`config.mk`:
```
export PLATFORM = sky130hd
export DESIGN_NAME = tag_free_list
export DESIGN_NICKNAME = d
export VERILOG_FILES = /design/src/rtl/tag_free_list.sv
export SDC_FILE = /design/constraint.sdc
export NUM_CORES = 1
export LEC_CHECK = 0
export ABC_AREA = 1
export ABC_CLOCK_PERIOD_IN_PS = 2000
export BUFFER_PORTS_ARGS = -buffer_cell sky130_fd_sc_hd__buf_2
export CAP_MARGIN = 30
export CORE_MARGIN = 3
export CORE_UTILIZATION = 40
export DETAILED_ROUTE_END_ITERATION = 10
export HOLD_SLACK_MARGIN = 0.02
export PLACE_DENSITY_LB_ADDON = 0.3
export SETUP_SLACK_MARGIN = 0.15
export SYNTH_ARGS = -nofsm -noshare
export SYNTH_HDL_FRONTEND = slang
export SYNTH_SLANG_ARGS = --single-unit
```
`constraint.sdc`:
```
create_clock -name clk -period 2 [get_ports clk]
set_input_delay 0.2 -clock clk [delete_from_list [all_inputs] [get_ports clk]]
set_output_delay 0.2 -clock clk [all_outputs]
set_load 0.01 [all_outputs]
```
`src/rtl/tag_free_list.sv`:
```
// Transaction tag pool: circular FIFO of free tags plus a busy bitmap.
// Zero-latency grant from the FIFO head; returned tags are pushed at the tail.
module tag_free_list #(
  parameter int TAG_W    = 3,
  parameter int NUM_TAGS = 8,
  parameter int CNT_W    = 4
) (
  input  logic             clk,
  input  logic             rst,
  input  logic             alloc_req,
  output logic             alloc_gnt,
  output logic [TAG_W-1:0] alloc_tag,
  input  logic             free_valid,
  input  logic [TAG_W-1:0] free_tag,
  output logic             free_err,
  output logic [CNT_W-1:0] free_cnt,
  output logic             empty,
  output logic             all_free
);

  logic [TAG_W-1:0]    fifo_q [NUM_TAGS];
  logic [TAG_W-1:0]    head_q, head_d;
  logic [TAG_W-1:0]    tail_q, tail_d;
  logic [NUM_TAGS-1:0] busy_q, busy_d;
  logic [NUM_TAGS-1:0] set_dec, clr_dec, wr_dec, busy_hit;
  logic [CNT_W-1:0]    cnt_q, cnt_d;
  logic                empty_q, all_free_q, err_q;
  logic                free_ok, free_bad;

  assign alloc_tag = fifo_q[head_q];
  assign alloc_gnt = alloc_req & ~empty_q;

  // Busy is looked up before this cycle's grant takes effect.
  always_comb begin
    set_dec  = '0;
    clr_dec  = '0;
    wr_dec   = '0;
    busy_hit = '0;
    for (int i = 0; i < NUM_TAGS; i++) begin
      busy_hit[i] = busy_q[i] & (free_tag == TAG_W'(i));
      set_dec[i]  = alloc_gnt & (alloc_tag == TAG_W'(i));
    end
    free_ok  = free_valid & (|busy_hit);
    free_bad = free_valid & ~(|busy_hit);
    for (int i = 0; i < NUM_TAGS; i++) begin
      clr_dec[i] = free_ok & (free_tag == TAG_W'(i));
      wr_dec[i]  = free_ok & (tail_q == TAG_W'(i));
    end
  end

  always_comb begin
    head_d = alloc_gnt ? head_q + TAG_W'(1) : head_q;
    tail_d = free_ok ? tail_q + TAG_W'(1) : tail_q;
    busy_d = (busy_q | set_dec) & ~clr_dec;
    cnt_d  = cnt_q;
    if (free_ok && !alloc_gnt) cnt_d = cnt_q + CNT_W'(1);
    if (!free_ok && alloc_gnt) cnt_d = cnt_q - CNT_W'(1);
  end

  always_ff @(posedge clk) begin
    if (rst) begin
      for (int i = 0; i < NUM_TAGS; i++) fifo_q[i] <= TAG_W'(i);
      head_q     <= '0;
      tail_q     <= '0;
      busy_q     <= '0;
      cnt_q      <= CNT_W'(NUM_TAGS);
      empty_q    <= 1'b0;
      all_free_q <= 1'b1;
      err_q      <= 1'b0;
    end else begin
      for (int i = 0; i < NUM_TAGS; i++)
        if (wr_dec[i]) fifo_q[i] <= free_tag;
      head_q     <= head_d;
      tail_q     <= tail_d;
      busy_q     <= busy_d;
      cnt_q      <= cnt_d;
      empty_q    <= (cnt_d == '0);
      all_free_q <= (cnt_d == CNT_W'(NUM_TAGS));
      err_q      <= free_bad;
    end
  end

  assign free_err = err_q;
  assign free_cnt = cnt_q;
  assign empty    = empty_q;
  assign all_free = all_free_q;

endmodule
```
==> reports/metrics.cfg, run 1 <==
[critical_path]
critPathRequiredTime_ns = 1.80
r2r_slack_ns = 0.34
cp-end-kind = primary output
cp-start-kind = register
crit_arrival_ns = 1.57
timing.rr.end = busy_q[5]
worstSetupPathType = reg -> out
critPathMaxStageDelay_ns = 0.34
crit_chain = buf_4 -> nor2_2 -> nor2_1 -> o21ai_1 -> o21ai_0 -> nand2_1 -> nand2_1 -> buf_4 -> buf_2
worstRegToRegCells = 11
critPathSlowestCell = dfxtp_2
worstPathMaxFanout = 7

[yosys]
synth.distinct_cells = 31
syn_area_um2 = 2440
synth_most_common_cell = nand2_1
syn_avg_cell_area_um2 = 8.49
yosys_warnings = 0
synth_largest_area_cell = edfxtp_1
seq_area_frac_synth_pct = 49.1
synth_top_area_share_pct = 29.5
yosys-top-cells-count = nand2_1, nor2_1, dfxtp_1, edfxtp_1, inv_1
ys_async_sr_fraction_pct = 0
synthesis.nets = 304
synth_edf_count = 24
syn_inst = 288
synthFlopType = edfxtp_1
synth.area.top_cells = edfxtp_1, dfxtp_1, nand2_1
synth.ff_latch_count = 48

[layout]
final_cells = 387
nNetsFinal = 330
drive_above_1_share_pct = 20.6
syn_to_final_growth_pct = 13.3
antenna_cells = 0

[placement]
hpwl_um = 3800
globalplace.congestion = 0.871
placedCellCount = 377
port-buffer-count = 17

[floorplanning]
rows = 27
initial_core_util_pct = 42.8
ioPinCount = 18
fp.dieW_um = 84.2
fp.dieH_um = 84.2
core_um2 = 5710
fp.dieArea_um2 = 7090

[clocking]
cts_buffers = 5
clkTransAtPathRegs_ns = 0.08
clk_path_buf_depth = 2
cts_tree = yes
clockRootBuffer = clkbuf_8
insertion_delay_ns = 0.30
holdBufCountCts = 0
cts.sinks = 48
cts.htree.levels = 2

[sta]
hold_violations = 0
tns_ns = 0
rsz0062_at_grt = yes
worst_slew_pin_slew_ns = 0.499
final_max_slew_viol_count = 0
skew_ns = 0.0126
clock.fmax_mhz = 565
post-route-period-util_pct = 88.5
min_period_ns = 1.77
setup-violations-final = 0
max_slew_margin_pct = 66.7

[routing]
vias_per_cell = 5.16
first_pass_iters = 6
drc_errors = 0
ant_nets = 0
drt_iter0_drc = 173
vias = 1995
wl_per_cell_um = 13.4
wl_um = 5190

[global_route]
antenna_found_initial = 0
grt_pass1_vias = 1846
grt_pass1_wl_um = 8650
grt_overflow = 0
grt_max_degree = 21
grt_usage_pct = 15.0

[pwr]
irDropWorstVdd_v = 0.000377
p_leak_nw = 1.14
p_per_area_nw_per_um2 = 828

[min_path]
hold_path_class = in -> reg
whs_path_depth = 3
worst_hold_path.endpoint = free_err
worstHoldStart = free_valid

[run]
cap_violations = 0

[run_status]
status = completed

-- cell usage in the layout, fill, tap and decap left out, types with 5 or more instances in the layout --
cell type   n
nand4_1     7
ha_1        9
buf_2      17
nand2_1    45
nor4_1      8
nor2_1     36
o21ai_0    17
buf_4      16
nor2_2      7
dfxtp_1    22
a21oi_1    18
edfxtp_1   24
inv_1      24
nor3_1     14
o21ai_1     7
clkbuf_8    5
nand3_1    13
-- worst max-delay path by stage --
stage                start            to  slack [ns]
3_5_place_dp   free_tag[1]  fifo_q[2][0]        0.22
2_1_floorplan  free_tag[2]  fifo_q[6][0]        0.39
3_3_place_gp   free_tag[1]  fifo_q[2][0]        0.23
4_1_cts           register  alloc_tag[0]        0.15
5_1_grt           register  alloc_tag[1]        0.09
6_report          register  alloc_tag[2]        0.23
-- where the power goes --
part | switching (W) | internal, W
Clock | 0.000307 | 0.000246
Sequential | 0.0000574 | 0.00111
Combinational | 0.000358 | 0.000219
-- routing by layer --
layer,wire (um),track usage (%),share of wire (%),vias to the layer above
met5,0,0,0,-
met4,76,4.09,1.5,0
li1,-,-,-,1015
met2,2530,24.0,49,43
met1,2320,20.5,45,929
met3,260,3.34,5.0,8
-- metrics by stage --
| stage | total power (W) | area, um2 | utilization, % | hold WS [ns] | setup slack, ns |
|---|---|---|---|---|---|
| after floorplan | 0.00155 | 2440 | - | 0.328 | 0.389 |
| after global placement | 0.00171 | 2640 | 46.3 | 0.448 | 0.227 |
| after detailed placement | 0.00172 | 2640 | 46.3 | 0.450 | 0.220 |
| after CTS | 0.00227 | 2720 | 47.7 | 0.217 | 0.154 |
| after global routing | 0.00243 | 2770 | 48.5 | 0.232 | 0.0941 |
| final | 0.00229 | 2770 | 48.5 | 0.223 | 0.230 |
-- state kept, by name, summed over array words and instances, names as in the netlist, named ones only --
| signal | flops |
|---|---|
| busy_q | 8 |
| all_free | 1 |
| tail_q | 3 |
| head_q | 3 |
| free_err | 1 |
| free_cnt | 4 |
| empty | 1 |
| fifo_q | 24 |
-- cell families (layout without fill, tap and decap cells) --
logic type / count (synthesis) / after routing / share of synthesized area (%)
buffers and inverters: 42 / 69 / 7.83
and+or+nand+nor: 141 / 141 / 27.7
adders and majority gates: 9 / 9 / 4.61
DFF: 48 / 48 / 49.1
xor gates and xnor gates: 3 / 3 / 1.07
AOI/OAI and AO/OA: 45 / 45 / 9.67
-- timing repair --
action / 4_1_cts / 5_1_grt
setup endpoints to repair: 0 / 10
resized for setup: 0 / 15
setup buffers: 0 / 2
-- critical path, delay by kind of cell, from the launching register on --
| family | cells | cell delay (ns) |
|---|---|---|
| buffers and inverters | 3 | 0.43 |
| AOI/OAI and AO/OA | 2 | 0.18 |
| DFF | 1 | 0.34 |
| and+or+nand+nor | 4 | 0.33 |
-- final cells by class --
| cell class | count | area [um2] |
|---|---|---|
| Clock buffer | 7 | 76.3 |
| Clock inverter | 1 | 5.00 |
| Fill cell | 549 | 2940 |
| Inverter | 28 | 108 |
| Multi-Input combinational cell | 198 | 1080 |
| Sequential cell | 48 | 1200 |
| Tap cell | 72 | 90.1 |
| Timing Repair Buffer | 33 | 205 |
Note: power is estimated with default switching activity, not from simulation.
==> run 2, diff against run 1 <==
--- a/constraint.sdc
+++ b/constraint.sdc
@@ -3,2 +3,2 @@
 set_output_delay 0.2 -clock clk [all_outputs]
-set_load 0.01 [all_outputs]
+set_load 0.1 [all_outputs]
==> run 2 against run 1 <==
Compared with the run above: critical endpoint unchanged; die area is the same; first-iteration DRC count grew 5.2%; global-route usage grew 0.42 points; setup slack lost 0.034 ns; non-clock buffer count shrank 10; largest power group unchanged; critical path depth shrank 1; sequential cell count is the same; wire length shrank 1.3%; core utilization grew 0.75 points; clock power grew 29%.
==> reports/metrics.cfg, run 2 (synthesis gave the netlist of run 1 again) <==
[run_status]
status = completed  ; unchanged

[layout]
drive_above_1_share_pct = 20.7  ; was 20.6%
final_common_cell = nand2_1  ; unchanged
syn_to_final_growth_pct = 15.0  ; was 13.3%
nNetsFinal = 320  ; was 330
largest_reg_flops = 24  ; unchanged
final_cell_mix = nand2_1, nor2_1, edfxtp_1, inv_1, dfxtp_1  ; was nand2_1, nor2_1, inv_1, edfxtp_1, dfxtp_1
antenna_cells = 0  ; unchanged
final_cells = 377  ; was 387
post-route-cell-area_um2 = 2810  ; was 2770 um2
regMostFlops = fifo_q  ; unchanged

[sta]
min_period_ns = 1.80  ; was 1.77 ns
worst_slew_pin_slew_ns = 0.490  ; was 0.499 ns
rsz0062_at_grt = yes  ; unchanged
tns_ns = 0  ; unchanged
clock.fmax_mhz = 554  ; was 565 MHz
skew_ns = 0.0120  ; was 0.0126 ns
setup_ws_ns = 0.196  ; was 0.230 ns
final_max_slew_viol_count = 0  ; unchanged
holdWs_ns = 0.217  ; was 0.223 ns
setup-violations-final = 0  ; unchanged
hold_violations = 0  ; unchanged
post-route-period-util_pct = 90.2  ; was 88.5%
max_slew_margin_pct = 67.6  ; was 66.7%

[run]
cap_violations = 0  ; unchanged

[placement]
port-buffer-count = 17  ; unchanged
placedCellCount = 368  ; was 377
place_ws_ns = 0.197  ; was 0.220 ns
hpwl_um = 3700  ; was 3800 um
place_area_um2 = 2660  ; was 2640 um2
globalplace.congestion = 0.764  ; was 0.871

[clocking]
cts_buffers = 5  ; unchanged
clkTransAtPathRegs_ns = 0.09  ; was 0.08 ns
insertion_delay_ns = 0.31  ; was 0.30 ns
clk_path_buf_depth = 2  ; unchanged
cts_tree = yes  ; unchanged
cts.sinks = 48  ; unchanged
clockRootBuffer = clkbuf_8  ; unchanged
holdBufCountCts = 0  ; unchanged
cts.htree.levels = 2  ; unchanged

[routing]
vias_per_cell = 5.24  ; was 5.16
vias = 1974  ; was 1,995
drc_errors = 0  ; unchanged
wl_um = 5120  ; was 5190 um
first_pass_iters = 4  ; was 6
drt_iter0_drc = 182  ; was 173
ant_nets = 0  ; unchanged
wl_per_cell_um = 13.6  ; was 13.4 um

[floorplanning]
core_um2 = 5710  ; unchanged
ioPinCount = 18  ; unchanged
initial_core_util_pct = 42.8  ; unchanged
fp.dieW_um = 84.2  ; unchanged
rows = 27  ; unchanged
fp.dieH_um = 84.2  ; unchanged
fp.dieArea_um2 = 7090  ; unchanged

[min_path]
whs_path_depth = 3  ; unchanged
hold_path_class = in -> reg  ; unchanged

[global_route]
grt_usage_pct = 15.4  ; was 15.0%
grt_pass1_wl_um = 8650  ; unchanged
grt_overflow = 0  ; unchanged
grt_max_degree = 24  ; was 21
antenna_found_initial = 0  ; unchanged
grt_pass1_vias = 1848  ; was 1,846

[critical_path]
critPathRequiredTime_ns = 1.80  ; about the same
worstRegToRegCells = 10  ; was 11
worstSetupPathType = reg -> out  ; unchanged
worstPathMaxFanout = 8  ; was 7
crit_arrival_ns = 1.60  ; was 1.57 ns
cp-end-kind = primary output  ; unchanged
cp-start-kind = register  ; unchanged

[pwr]
p_leak_nw = 1.13  ; was 1.14 nW
irDropWorstVdd_v = 0.000556  ; was 0.000377 V
p_per_area_nw_per_um2 = 976  ; was 828 nW/um2

## run 2: area by class of cell
cell class | count | area (um2)
Fill cell | 546 | 2900
Sequential cell | 48 | 1220
Multi-Input combinational cell | 198 | 1090
Timing Repair Buffer | 23 | 186
Inverter | 28 | 115
Tap cell | 72 | 90.1
Clock buffer | 5 | 68.8
Clock inverter | 3 | 46.3
## run 2: critical path, stage by stage, from the launching register on
cell,delay [ns]
dfxtp_4,0.43
buf_6,0.16
nor2_1,0.05
nor2_1,0.07
o21ai_0,0.09
o21ai_0,0.08
nand2_1,0.12
nand2_2,0.11
buf_8,0.20
## run 2: layer usage
layer | up-vias | global-route usage (%) | wire length, um
li1 | 1008 | - | -
met1 | 918 | 20.5 | 2370
met2 | 41 | 24.2 | 2450
met3 | 7 | 3.34 | 224
met4 | 0 | 6.58 | 71
met5 | - | 0 | 0
## run 2: timing repair
action                                  4_1_cts  5_1_grt
endpoints found under the setup margin        3        6
resized for setup                             3       14
setup buffers                                 0        1
pin swaps                                     0        4
cloned                                        0        0
## run 2: per-stage QoR
stage / utilization [%] / total power (W)
floorplan: - / 0.00186
global placement: 46.6 / 0.00202
detailed placement: 46.6 / 0.00203
CTS: 48.7 / 0.00275
global route: 49.3 / 0.00288
finish: 49.3 / 0.00275
## run 2: report_power, final
group          internal [W]  switching [W]
sequential          0.00111      0.0000648
combinational      0.000230       0.000628
clock              0.000377       0.000336
total               0.00172        0.00103
## run 2: worst paths after layout
kind	slack, ns	end	start
worst max-delay path	0.20	alloc_tag[2]	register
worst min-delay path	0.22	free_err	free_valid
worst max register to register	0.24	busy_q[2]	register
worst min register to register	0.49	head_q[2]	head_q[2]
==> run 3, diff against run 2 <==
Settings changed: PLACE_DENSITY_LB_ADDON 0.3 to 0.15.
==> run 3 against run 2 <==
Compared with the run above: final area up 0.76%; largest cell class unchanged; combinational power up 3.4%; power about the same; core utilization up 0.37 points.
==> reports/metrics.cfg, run 3 (synthesis gave the netlist of run 1 again) <==
[run_status]
status = completed  ; unchanged

[layout]
final_common_cell = nand2_1  ; unchanged
largest_reg_flops = 24  ; unchanged
final_cells = 381  ; was 377
drive_above_1_share_pct = 21.0  ; was 20.7%
nFillCells = 545  ; was 546
antenna_cells = 0  ; unchanged
regMostFlops = fifo_q  ; unchanged
syn_to_final_growth_pct = 15.9  ; was 15.0%
final_cell_mix = nand2_1, nor2_1, edfxtp_1, inv_1, o21ai_0  ; was nand2_1, nor2_1, edfxtp_1, inv_1, dfxtp_1
nNetsFinal = 324  ; was 320

[sta]
rsz0062_at_grt = yes  ; unchanged
final_max_slew_viol_count = 0  ; unchanged
max_slew_margin_pct = 67.8  ; was 67.6%
setup_ws_ns = 0.228  ; was 0.196 ns
skew_ns = 0.00604  ; was 0.0120 ns
clock.fmax_mhz = 564  ; was 554 MHz
tns_ns = 0  ; unchanged
hold_violations = 0  ; unchanged
setup-violations-final = 0  ; unchanged
worst_slew_pin_slew_ns = 0.487  ; was 0.490 ns
post-route-period-util_pct = 88.6  ; was 90.2%
min_period_ns = 1.77  ; was 1.80 ns

[critical_path]
cpLargestDelayFamily = buffers and inverters  ; was flip-flops
worstRegToRegCells = 8  ; was 10
cp-end-kind = primary output  ; unchanged
critPathSlowestCell = dfxtp_4  ; unchanged
worstSetupPathType = reg -> out  ; unchanged
cp-start-kind = register  ; unchanged
critPathRequiredTime_ns = 1.80  ; about the same
path_buf_inv = 3  ; was 2
worstPathMaxFanout = 7  ; was 8
crit_arrival_ns = 1.57  ; was 1.60 ns
crit_chain = buf_12 -> nor2_1 -> nor2_1 -> o21ai_1 -> o21ai_1 -> inv_1 -> o21ai_4 -> buf_12  ; was buf_6 -> nor2_1 -> nor2_1 -> o21ai_0 -> o21ai_0 -> nand2_1 -> nand2_2 -> buf_8
cp.depth = 8  ; unchanged
critPathMaxStageDelay_ns = 0.36  ; was 0.43 ns

[pwr]
irDropWorstVdd_v = 0.000642  ; was 0.000556 V
pwr-share-clk_pct = 25.3  ; was 25.9%
p_sw_w = 0.00102  ; was 0.00103 W
p_comb_share_pct = 32.3  ; was 31.3%
p_int_w = 0.00173  ; was 0.00172 W
p_leak_nw = 1.14  ; was 1.13 nW
seqPwrFrac_pct = 42.4  ; was 42.8%
p_per_area_nw_per_um2 = 969  ; was 976 nW/um2
switching_share_pct = 37.0  ; was 37.5%

[placement]
port-buffer-count = 17  ; unchanged
globalplace.congestion = 0.856  ; was 0.764
hpwl_um = 3730  ; was 3700 um
place_ws_ns = 0.188  ; was 0.197 ns
placedCellCount = 369  ; was 368

[clocking]
cts_buffers = 5  ; unchanged
cts_tree = yes  ; unchanged
clk_path_buf_depth = 2  ; unchanged
cts.sinks = 48  ; unchanged
insertion_delay_ns = 0.30  ; was 0.31 ns
cts.htree.levels = 2  ; unchanged
holdBufCountCts = 0  ; unchanged
clockRootBuffer = clkbuf_8  ; unchanged
clkTransAtPathRegs_ns = 0.09  ; about the same

[floorplanning]
fp.dieArea_um2 = 7090  ; unchanged
fp.dieW_um = 84.2  ; unchanged
initial_core_util_pct = 42.8  ; unchanged
ioPinCount = 18  ; unchanged
rows = 27  ; unchanged
core_um2 = 5710  ; unchanged
fp.dieH_um = 84.2  ; unchanged

[min_path]
hold_path_class = in -> reg  ; unchanged
whs_path_depth = 3  ; unchanged

[routing]
vias_per_cell = 5.19  ; was 5.24
vias = 1976  ; was 1,974
wl_per_cell_um = 13.6  ; about the same
wl_um = 5190  ; was 5120 um
drc_errors = 0  ; unchanged
first_pass_iters = 4  ; unchanged
drt_iter0_drc = 145  ; was 182
ant_nets = 0  ; unchanged

[global_route]
grt_overflow = 0  ; unchanged
grt_pass1_wl_um = 8460  ; was 8650 um
antenna_found_initial = 0  ; unchanged
grt_usage_pct = 14.7  ; was 15.4%
grt_pass1_vias = 1783  ; was 1,848
grt_max_degree = 21  ; was 24

[run]
cap_violations = 0  ; unchanged

==> run 3: cell type report <==
| class | instances | area, um2 | share of cell area, % |
|---|---|---|---|
| Clock buffer | 6 | 72.6 | 2.56 |
| Clock inverter | 2 | 35.0 | 1.24 |
| Inverter | 28 | 118 | 4.15 |
| Multi-Input combinational cell | 198 | 1080 | 38.3 |
| Sequential cell | 48 | 1220 | 42.9 |
| Tap cell | 72 | 90.1 | 3.18 |
| Timing Repair Buffer | 27 | 218 | 7.68 |
==> run 3: what timing repair did <==
action / CTS / global route
endpoints found under the setup margin: 3 / 8
pin swaps: 0 / 3
resized for setup: 5 / 10
setup buffers: 0 / 4
==> run 3: final timing paths <==
| path | startpoint | to | slack (ns) |
|---|---|---|---|
| setup / recovery | register | alloc_tag[1] | 0.23 |
| hold / removal | free_valid | free_err | 0.23 |
| setup reg to reg | busy_q[5] | fifo_q[6][1] | 0.31 |
| hold reg to reg | head_q[2] | head_q[2] | 0.47 |
==> run 3: through the flow <==
| stage | util (%) | power [W] | hold slack (ns) | instance area, um2 |
|---|---|---|---|---|
| after floorplan | - | 0.00186 | 0.328 | 2510 |
| after global placement | 46.5 | 0.00203 | 0.451 | 2650 |
| after detailed placement | 46.5 | 0.00203 | 0.462 | 2650 |
| after CTS | 48.6 | 0.00273 | 0.231 | 2770 |
| after global routing | 49.6 | 0.00287 | 0.253 | 2830 |
| final | 49.6 | 0.00275 | 0.234 | 2830 |
==> run 3: tightest hold or removal path, cell delays in order <==
cell	delay, ns
buf_2	0.17
nand2_1	0.09
nor2_1	0.04
==> run 3: metal layers <==
metal | track usage, % | up-vias | part of all wire, %
li1 | - | 1009 | -
met1 | 19.4 | 919 | 48
met2 | 23.8 | 39 | 46
met3 | 3.43 | 9 | 3.6
met4 | 4.97 | 0 | 2.0
met5 | 0 | - | 0
==> run 3: power by group through the flow <==
stage / combinational, W / clock (W) / sequential (W)
2_1_floorplan: 0.000511 / 0 / 0.00135
3_3_place_gp: 0.000828 / 0 / 0.00120
3_5_place_dp: 0.000832 / 0 / 0.00120
4_1_cts: 0.000843 / 0.000710 / 0.00117
5_1_grt: 0.000957 / 0.000738 / 0.00118
6_report: 0.000887 / 0.000694 / 0.00117
